### src/rtl/fwd_hazard_unit_mc.sv
// Forwarding and hazard unit for a 5-stage pipeline with a multi-cycle multiplier in EX.
// A small scoreboard tracks one in-flight multiply and feeds operand selects and stalls.
module fwd_hazard_unit_mc #(
  parameter int REG_W   = 5,
  parameter int N_SRC   = 2,
  parameter int MUL_LAT = 3
) (
  input  logic                   clk,
  input  logic                   arst_n,
  input  logic [N_SRC*REG_W-1:0] rs_id_ex,
  input  logic [REG_W-1:0]       rd_ex_mem,
  input  logic                   regwrite_ex_mem,
  input  logic [REG_W-1:0]       rd_mem_wb,
  input  logic                   regwrite_mem_wb,
  input  logic                   memread_id_ex,
  input  logic [REG_W-1:0]       rd_id_ex,
  input  logic                   mul_start,
  input  logic [N_SRC*REG_W-1:0] rs_if_id,
  input  logic [REG_W-1:0]       rd_if_id,
  input  logic                   regwrite_if_id,
  input  logic                   is_mul_if_id,
  output logic [2*N_SRC-1:0]     fwd_sel,
  output logic                   stall,
  output logic                   mul_busy,
  output logic                   mul_wb,
  output logic                   err
);

  localparam int CNT_W = $clog2(MUL_LAT);
  localparam logic [CNT_W-1:0] CNT_INIT = CNT_W'(MUL_LAT - 2);
  localparam logic LAT_GT2 = (MUL_LAT > 2) ? 1'b1 : 1'b0;

  typedef enum logic [1:0] {
    ST_IDLE = 2'd0,
    ST_BUSY = 2'd1,
    ST_DONE = 2'd2
  } state_t;

  state_t             state_r;
  logic [CNT_W-1:0]   cnt_r;
  logic [REG_W-1:0]   pend_rd_r;
  logic               err_r;

  logic               busy_s;
  logic               done_s;
  logic [2*N_SRC-1:0] fwd_sel_s;
  logic               stall_s;

  assign busy_s = (state_r == ST_BUSY);
  assign done_s = (state_r == ST_DONE);

  // Multiply scoreboard: one outstanding result, a new issue in DONE chains without an idle gap.
  always_ff @(posedge clk or negedge arst_n) begin
    if (!arst_n) begin
      state_r   <= ST_IDLE;
      cnt_r     <= '0;
      pend_rd_r <= '0;
      err_r     <= 1'b0;
    end else begin
      case (state_r)
        ST_IDLE, ST_DONE: begin
          if (mul_start) begin
            state_r   <= ST_BUSY;
            cnt_r     <= CNT_INIT;
            pend_rd_r <= rd_id_ex;
          end else begin
            state_r   <= ST_IDLE;
          end
        end
        ST_BUSY: begin
          if (mul_start) begin
            err_r <= 1'b1;
          end else begin
            err_r <= err_r;
          end
          if (cnt_r == '0) begin
            state_r <= ST_DONE;
          end else begin
            cnt_r <= cnt_r - {{(CNT_W-1){1'b0}}, 1'b1};
          end
        end
        default: begin
          state_r <= ST_IDLE;
          cnt_r   <= '0;
        end
      endcase
    end
  end

  // Operand selects and stall request; forced quiet while reset is asserted.
  always_comb begin
    logic [REG_W-1:0] rs_v;
    logic             hit_v;
    fwd_sel_s = '0;
    stall_s   = 1'b0;
    rs_v      = '0;
    hit_v     = 1'b0;
    if (arst_n) begin
      for (int i = 0; i < N_SRC; i++) begin
        rs_v = rs_id_ex[i*REG_W +: REG_W];
        if (rs_v == '0) begin
          fwd_sel_s[2*i +: 2] = 2'b00;
        end else if (done_s && (pend_rd_r == rs_v)) begin
          fwd_sel_s[2*i +: 2] = 2'b11;
        end else if (regwrite_ex_mem && (rd_ex_mem == rs_v)) begin
          fwd_sel_s[2*i +: 2] = 2'b10;
        end else if (regwrite_mem_wb && (rd_mem_wb == rs_v)) begin
          fwd_sel_s[2*i +: 2] = 2'b01;
        end else begin
          fwd_sel_s[2*i +: 2] = 2'b00;
        end
      end
      // Load-use and multiply RAW against every ID-stage source.
      for (int i = 0; i < N_SRC; i++) begin
        rs_v  = rs_if_id[i*REG_W +: REG_W];
        hit_v = (rs_v != '0) &&
                ((memread_id_ex && (rd_id_ex == rs_v)) ||
                 (busy_s && (pend_rd_r == rs_v)) ||
                 (mul_start && (rd_id_ex == rs_v)));
        stall_s = stall_s | hit_v;
      end
      stall_s = stall_s |
                (regwrite_if_id && (rd_if_id != '0) &&
                 ((busy_s && (rd_if_id == pend_rd_r)) ||
                  (mul_start && (rd_if_id == rd_id_ex)))) |
                (is_mul_if_id && (busy_s || (mul_start && LAT_GT2)));
    end else begin
      fwd_sel_s = '0;
      stall_s   = 1'b0;
    end
  end

  assign fwd_sel  = fwd_sel_s;
  assign stall    = stall_s;
  assign mul_busy = (state_r != ST_IDLE);
  assign mul_wb   = done_s;
  assign err      = err_r;

endmodule
### config.mk
export PLATFORM = sky130hd
export DESIGN_NAME = fwd_hazard_unit_mc
export DESIGN_NICKNAME = d
export VERILOG_FILES = /design/src/rtl/fwd_hazard_unit_mc.sv
export SDC_FILE = /design/constraint.sdc
export NUM_CORES = 1
export LEC_CHECK = 0
export ABC_AREA = 1
export CAP_MARGIN = 20
export CELL_PAD_IN_SITES_DETAIL_PLACEMENT = 0
export CELL_PAD_IN_SITES_GLOBAL_PLACEMENT = 1
export CORE_MARGIN = 5
export CORE_UTILIZATION = 28
export DETAILED_ROUTE_END_ITERATION = 8
export PLACE_DENSITY = 0.82
export RECOVER_POWER = 100
export SETUP_SLACK_MARGIN = 0.02
export SKIP_CTS_REPAIR_TIMING = 1
export SYNTH_ARGS = -nofsm -noshare
export SYNTH_HDL_FRONTEND = slang
export SYNTH_SLANG_ARGS = --single-unit
### constraint.sdc
create_clock -name clk -period 1.4 [get_ports clk]
set_input_delay 0.14 -clock clk [delete_from_list [all_inputs] [get_ports clk]]
set_output_delay 0.14 -clock clk [all_outputs]
set_load 0.02 [all_outputs]
# == Yosys cells after proc, flatten, opt, wreduce, memory -nomap -nowiden ==
# Index checks and enable logic that the tools add are counted.
# op_classes
muxes,16
n_eq_ne,17
add_sub_neg,1
bitwise,3
reduce_logical,37
# op_table
cell,n
5-bit equality test,12
1-bit logical AND,19
2-bit 2-to-1 mux,9
5-bit nonzero test,3
5-bit logical NOT,2
2-bit one-hot mux with 2 select lines,2
1-bit logical OR,6
2-bit AND reduction,3
2-bit logical NOT,2
1-bit 2-to-1 mux,4
4-bit 2-to-1 mux,1
"2-bit != test, second input constant",2
1-bit OR,3
"2-bit by 1-bit equality test with 1-bit output, second input constant",1
"2-bit equality test, second input constant",1
"2-bit by 1-bit != test with 1-bit output, second input constant",1
2-bit nonzero test,1
2-bit OR reduction,1
"2-bit by 1-bit subtractor with 2-bit output, second input constant",1
# word_totals
register_bits,10
inputBits,48

# == Logic depth before layout (Yosys ltp) ==
# Gate-level depths: netlist of run 1.
# logic_depth
ltp_word,9
depth_mapped,11
ltp_nobuf,10

# == Worst setup path after synthesis of run 1 ==
# No wires, ideal clock.
# synth_timing
path_type,register to output
start,register pend_rd_r[4]
end,output port fwd_sel[2]
path_stages_with_launch,6
path_slack_ps,-13
arrival_time_ps,1273
n_path_buf,1
required_time_ps,1260
cell_sequence,dfrtp_1 > buf_4 > xor2_1 > nor3_1 > nand3_1 > a21oi_1
# synth_via
elab_chain_cells,5
# synth_rtl
element,line,text
start: declaration,41,logic [REG_W-1:0] pend_rd_r;
start signal: assignment,65,pend_rd_r <= rd_id_ex;
5-bit equality test,103,end else if (done_s && (pend_rd_r == rs_v)) begin
1-bit logical AND,103,
2-bit 2-to-1 mux,103,
2-bit 2-to-1 mux,101,if (rs_v == '0) begin
4-bit 2-to-1 mux,98,if (arst_n) begin
end: declaration,22,"output logic [2*N_SRC-1:0] fwd_sel,"
# No other way between the ends.

# == Worst setup path in the final report of run 1 ==
# layout_timing
start,input port rs_if_id[7]
end,output port stall
# layout_via
elab_chain_cells,9
# layout_rtl
element,line,text
start: declaration,18,"input logic [N_SRC*REG_W-1:0] rs_if_id,"
"5-bit equality test, on equally long branches","117, 119, 118",
"1-bit logical AND, on equally long branches","117, 118",
1-bit logical OR,117,((memread_id_ex && (rd_id_ex == rs_v)) ||
1-bit logical OR,118,(busy_s && (pend_rd_r == rs_v)) ||
1-bit logical AND (*),116,hit_v = (rs_v != '0) &&
1-bit OR (*),120,stall_s = stall_s | hit_v;
1-bit OR (*),122,stall_s = stall_s |
1-bit OR (*),125,(mul_start && (rd_if_id == rd_id_ex)))) |
1-bit 2-to-1 mux (*),98,
end: declaration,23,"output logic stall,"
# Every way passes the cells marked *; elsewhere a longest branch is shown, timed or not.

==> out/qor.txt, run 1 <==
Worst Setup Start Kind -> input port
Status -> complete, but fails checks
Chip width -> 82.8 µm
Worst vdd ir -> 0.000795 V
Routed met1 length -> 2460 µm
Fmax -> 0.592 GHz
Routed length per instance -> 12.0 µm
Root Buffer -> clkbuf_8
Distinct cells, synth -> 24
Antenna diode count -> 0
Pins Over Slew Limit -> 0
Initial antenna violation count -> 0
DP Area -> 2360 µm²
Drt first pass iters -> 4
Synth top area cells -> nand2_1, dfrtp_1, inv_1, nor2_1, o21ai_0
Via-per-instance ratio -> 4.52
Sequential-to-total area share from yosys stat -> 16.8%
Synthesized area -> 1490 µm²
Crit Path Max Fanout -> 4
Reg-to-reg slack, setup -> 170 ps
Mux contribution to synthesized area -> 0%
Total DRC errors in the routed layout -> 0
First-pass GRT wire length -> 9030 µm
Synth Net Count -> 336
RSZ-0062 raised after global routing -> yes
Actual slew at the worst max-slew pin -> 359 ps
I/O Buffers -> 55
I/O pins -> 56
Final Setup Violations -> 5
Fillers -> 568
Vias in the first global route -> 1937
Clk sinks -> 10
Type of the worst setup path -> in -> out
Layout Nets -> 429
Crit path required time -> 1260 ps
CTS max path bufs -> 2
Slew headroom -> 76.1%
GRT Residual Overflow -> 0
Setup crit end kind -> primary output
Drt initial violations -> 44
Final Hold Fails -> 0
Clk_skew -> 3.05 ps
Fin crit share -> 121%
Largest net degree at the start of global routing -> 12
Compound-gate portion of the synthesized area -> 12.2%
Tot Pwr -> 2540 µW
CTS tree -> built
Top layer in use -> met4
Syn Area/Cell -> 5.17 µm²
Cell area after layout -> 2480 µm²
Crit path time final -> 1690 ps
Number of H-tree levels -> 1
WP data arrival -> 1550 ps
Final ANT Viol Nets -> 0
Post-Synth Simple-Gate Area -> 48.6%
Share of layout cells above drive strength 1 -> 20.6%
Max Cap Violations -> 0
CTS clk-pin slew, worst paths -> 40 ps
Ys Warns -> 0
Initial Util -> 28.9%
Pwr Density -> 1020 nW/µm²
Die height -> 82.8 µm
Number of synthesized register bits -> 10
DP Wirelength -> 4560 µm
Clock buffer count from CTS -> 3
Core Area -> 5140 µm²
Placer congestion estimate -> 0.857
Latest clock arrival within the worst-skew pair -> 230 ps
Wire length on met3 -> 324 µm
Cell Rows -> 26
Largest family of logic cells by synthesized area -> simple AND/OR/NAND/NOR gates
Die area -> 6860 µm²
Routed WL -> 5360 µm
Vias -> 2027
Leak Pwr -> 0.00141 µW
Worst min path class -> in -> async
Syn Inst Count -> 287
Cell taking the most area after synthesis -> nand2_1
Area growth from synthesis to layout -> 66.9%
Overall routing resource usage -> 15.6%
Final worst setup slack -> -289 ps
Adder-Cell Fraction of Synth Area -> 0.842%
Synth Area in XOR/XNOR -> 7.08%
Met2 wire length -> 2560 µm
Violated checks -> setup timing
Top-area cell type share of the netlist area -> 29.1%
layer usage:
layer | global-route usage (%) | up-vias
li1 | - | 1072
met1 | 19.7 | 887
met2 | 27.6 | 64
met3 | 3.07 | 4
met4 | 2.82 | 0
met5 | 0 | -
power by group:
part	switching [µW]	internal, µW	total [µW]
clock network	98.3	187	285
logic	852	740	1590
registers	226	432	658
total	1180	1360	2540
final cells by class:
cell class              instances  area (µm²)  share of cell area (%)
clock buffers                   3        41.3                    1.67
inverters                      50         193                    7.77
multi-input cells             223        1060                    42.7
flip-flops and latches         10         256                    10.3
well taps                      70        87.6                    3.53
repair buffers                 92         843                    34.0
per-stage QoR:
| step | std cells | worst slack (ps) | utilization, % | hold WS (ps) | setup TNS, ps |
|---|---|---|---|---|---|
| finish | 448 | -289 | 48.2 | 248 | -1360 |
| global route | 448 | -390 | 48.2 | 249 | -1840 |
| CTS | 446 | -878 | 46.8 | 176 | -4900 |
| detailed placement | 443 | -757 | 46.0 | 423 | -3890 |
| global placement | 443 | -757 | 46.0 | 428 | -3790 |
| floorplan | 287 | -12.6 | - | -156 | -16.3 |
synthesized netlist by cell type:
cell and instances:
nand4_1 8, o21ai_0 13, o211ai_1 2, nand2_2 1, nor3_1 7, nand3_1 11
nor2_1 32, dfrtp_1 10, ha_1 1, nor2_2 1, a211oi_1 1, nor2_4 1
buf_4 3, or2_2 1, o21bai_1 1, xor2_1 7, xnor2_1 5, clkbuf_1 1
inv_1 36, nand2_1 115, o22ai_1 5, inv_2 14, o21ai_1 2, a21oi_1 9
critical path: stages:
cell             delay, ps
clkdlybuf4s50_1        500
buf_4                  180
nor3_1                 180
nand3_1                110
nand2_1                 80
nand2_1                 50
nor2_1                 120
nor2_1                  50
buf_4                  150
layout by cell type (no fill, tap or decap), types with 3 or more instances in the layout:
cell type	netlist	final
clkbuf_1	1	3
nand2_1	115	111
nand3_1	11	11
nand4_1	8	8
nand2_2	1	5
buf_6	0	3
xnor2_1	5	5
dfrtp_2	0	5
inv_2	14	12
buf_4	3	35
dlymetal6s2s_1	0	14
a21oi_2	0	3
dfrtp_1	10	5
o21ai_0	13	12
o22ai_1	5	5
a21oi_1	9	6
clkbuf_8	0	3
clkdlybuf4s50_1	0	33
o21ai_1	2	3
nor3_1	7	5
xor2_1	7	7
nor2_1	32	30
inv_1	36	36
nor2_2	1	3
final timing paths:
check / from / end / cells past startpoint
max reg2reg: state_r[1]$_DFFE_PN0P_ / cnt_r[0]$_DFFE_PN0P_ / 5
min in group clk: rd_id_ex[2] / pend_rd_r[2]$_DFFE_PN0P_ / 3
max in group asynchronous: arst_n / pend_rd_r[3]$_DFFE_PN0P_ / 3
min: arst_n / pend_rd_r[2]$_DFFE_PN0P_ / 2
min reg2reg: err$_DFFE_PN0P_ / err$_DFFE_PN0P_ / 1
max: rs_if_id[7] / stall / 9
state kept, by name, indices dropped and copies added, names as in the netlist:
name	cells
state_r	2
err	1
cnt_r	2
pend_rd_r	5
cell families after synthesis:
group,Yosys count
buf+inv,54
fa+ha+maj,1
flops,10
compound gates,33
simple gates,177
xor+xnor,12
No activity file was read; power rests on OpenSTA's default activity.
==> run 2: changes to the inputs <==
- CORE_UTILIZATION: 28 -> 30
- PLACE_DENSITY: 0.82 -> 0.87
- clock period: 1.4 -> 2.2 ns (I/O delays scaled with it)
==> out/qor.txt, run 2 (same netlist as run 1, synthesis figures left out) <==
Slowest CP cell -> dlygate4sd3_1
Reg2Reg Launch Point -> state_r[1]$_DFFE_PN0P_
Gate power share -> 59.6%
Pwr Density -> 642 nW/µm²
Largest net degree at the start of global routing -> 12
Largest regs -> pend_rd_r: 5 flops, cnt_r: 2 flops, state_r: 2 flops
GRT Residual Overflow -> 0
Int Power -> 763 µW
Crit path time final -> 1990 ps
Placer congestion estimate -> 0.895
Clock Power Share -> 12.7%
RSZ-0062 raised after global routing -> no
CTS tree -> built
Status -> completed
Cell Rows -> 25
Latest clock arrival within the worst-skew pair -> 230 ps
Crit path required time -> 1980 ps
Vias in the first global route -> 1940
Clk_skew -> 1.98 ps
Worst Setup Start Kind -> input port
Final ANT Viol Nets -> 0
Final Non-Filler Cells -> 434
Worst min path class -> reg -> reg
Core Area -> 4750 µm²
Slew headroom -> 63.8%
Fillers -> 553
CP endpoint -> stall
Initial Util -> 31.2%
Leak Pwr -> 0.00121 µW
CP Launch Point -> mul_start
Initial antenna violation count -> 0
Routed length per instance -> 12.1 µm
Drt initial violations -> 85
Reg-to-Reg End -> cnt_r[1]$_DFFE_PN0P_
Clk sinks -> 10
Critical Path Most Common Cell -> nand2_1
Clock buffer count from CTS -> 3
Vias -> 1994
Largest register by flop count -> pend_rd_r
Sequential Power Share -> 27.7%
Buf/Inv on CP -> 3
Root Buffer -> clkbuf_8
Sw Ratio -> 48.1%
Area growth from synthesis to layout -> 54.3%
Sw power -> 708 µW
Fmax -> 0.502 GHz
Crit Path Max Fanout -> 4
Max Cap Violations -> 0
I/O pins -> 56
Most frequent cells in the layout -> nand2_1, clkdlybuf4s50_1, inv_1, nor2_1, buf_4
WP data arrival -> 1770 ps
Worst path depth -> 11
Die area -> 6460 µm²
First-pass GRT wire length -> 8470 µm
Register cell area after layout -> 250 µm²
CTS max path bufs -> 2
Crit-path cells -> dlygate4sd3_1 > clkbuf_1 > nand2_1 > nor2_1 > nand3_1 > nand2_1 > nand2_1 > nand2_1 > nor2_1 > nor2_1 > clkbuf_1
Critical path's top delay family -> buffers and inverters
CTS clk-pin slew, worst paths -> 40 ps
Die height -> 80.4 µm
Antenna diode count -> 0
Final Setup Violations -> 0
Largest register FFs -> 5
Most common cell after layout, fill and taps aside -> nand2_1
Fin crit share -> 90.6%
Type of the worst setup path -> in -> out
Routed WL -> 5240 µm
Via-per-instance ratio -> 4.59
Reg-to-reg slack, setup -> 1080 ps
Actual slew at the worst max-slew pin -> 543 ps
Placed cell count -> 431
Chip width -> 80.4 µm
Pins Over Slew Limit -> 0
Share of layout cells above drive strength 1 -> 12.3%
Slowest stage delay, CP -> 560 ps
Layout Nets -> 418
Overall routing resource usage -> 16.5%
Number of H-tree levels -> 1
Multi-input gate area -> 1020 µm²
Setup crit end kind -> primary output
Worst hold slack -> 470 ps
Worst vdd ir -> 0.000618 V
I/O Buffers -> 55
DP Wirelength -> 4440 µm
Drt first pass iters -> 4
Total DRC errors in the routed layout -> 0
R2R depth -> 5
Final Hold Fails -> 0
==> run 2: layer usage <==
metal	up-vias	routed length, µm	global-route usage [%]
met5	-	0	0
met4	0	68	5.07
met3	9	428	3.59
met2	69	2340	28.1
met1	865	2400	20.6
li1	1051	-	-
==> run 2: worst min path at each step <==
stage,from,end,slack [ps],cells past startpoint
global placement,err$_DFFE_PN0P_,err$_DFFE_PN0P_,470,1
CTS,err$_DFFE_PN0P_,err$_DFFE_PN0P_,480,1
floorplan,arst_n,cnt_r[0]$_DFFE_PN0P_,-80,0
finish,err$_DFFE_PN0P_,err$_DFFE_PN0P_,470,1
global route,cnt_r[1]$_DFFE_PN0P_,cnt_r[1]$_DFFE_PN0P_,510,2
detailed placement,err$_DFFE_PN0P_,err$_DFFE_PN0P_,460,1
==> run 2: power groups by stage <==
stage / Sequential (µW) / Combinational (µW) / Clock, µW
floorplan: 319 / 647 / 0
detailed placement: 411 / 895 / 0
global route: 422 / 999 / 202
finish: 407 / 877 / 186
global placement: 410 / 886 / 0
CTS: 408 / 901 / 197
==> run 2: final cells by class <==
class,count,area share [%]
Tap cell,67,3.66
Timing Repair Buffer,81,30.9
Clock buffer,3,1.80
Inverter,50,8.19
Sequential cell,10,10.9
Multi-Input combinational cell,223,44.6
==> run 2: per-stage QoR <==
| step | setup TNS [ps] | power, µW | utilization (%) | cell area [µm²] | setup WS, ps |
|---|---|---|---|---|---|
| 2_1_floorplan | 0 | 966 | - | 1490 | 707 |
| 3_3_place_gp | -409 | 1300 | 48.1 | 2290 | -141 |
| 3_5_place_dp | -314 | 1310 | 48.1 | 2290 | -123 |
| 4_1_cts | -433 | 1510 | 49.0 | 2330 | -141 |
| 5_1_grt | 0 | 1620 | 48.2 | 2290 | 64.1 |
| 6_report | 0 | 1470 | 48.2 | 2290 | 207 |
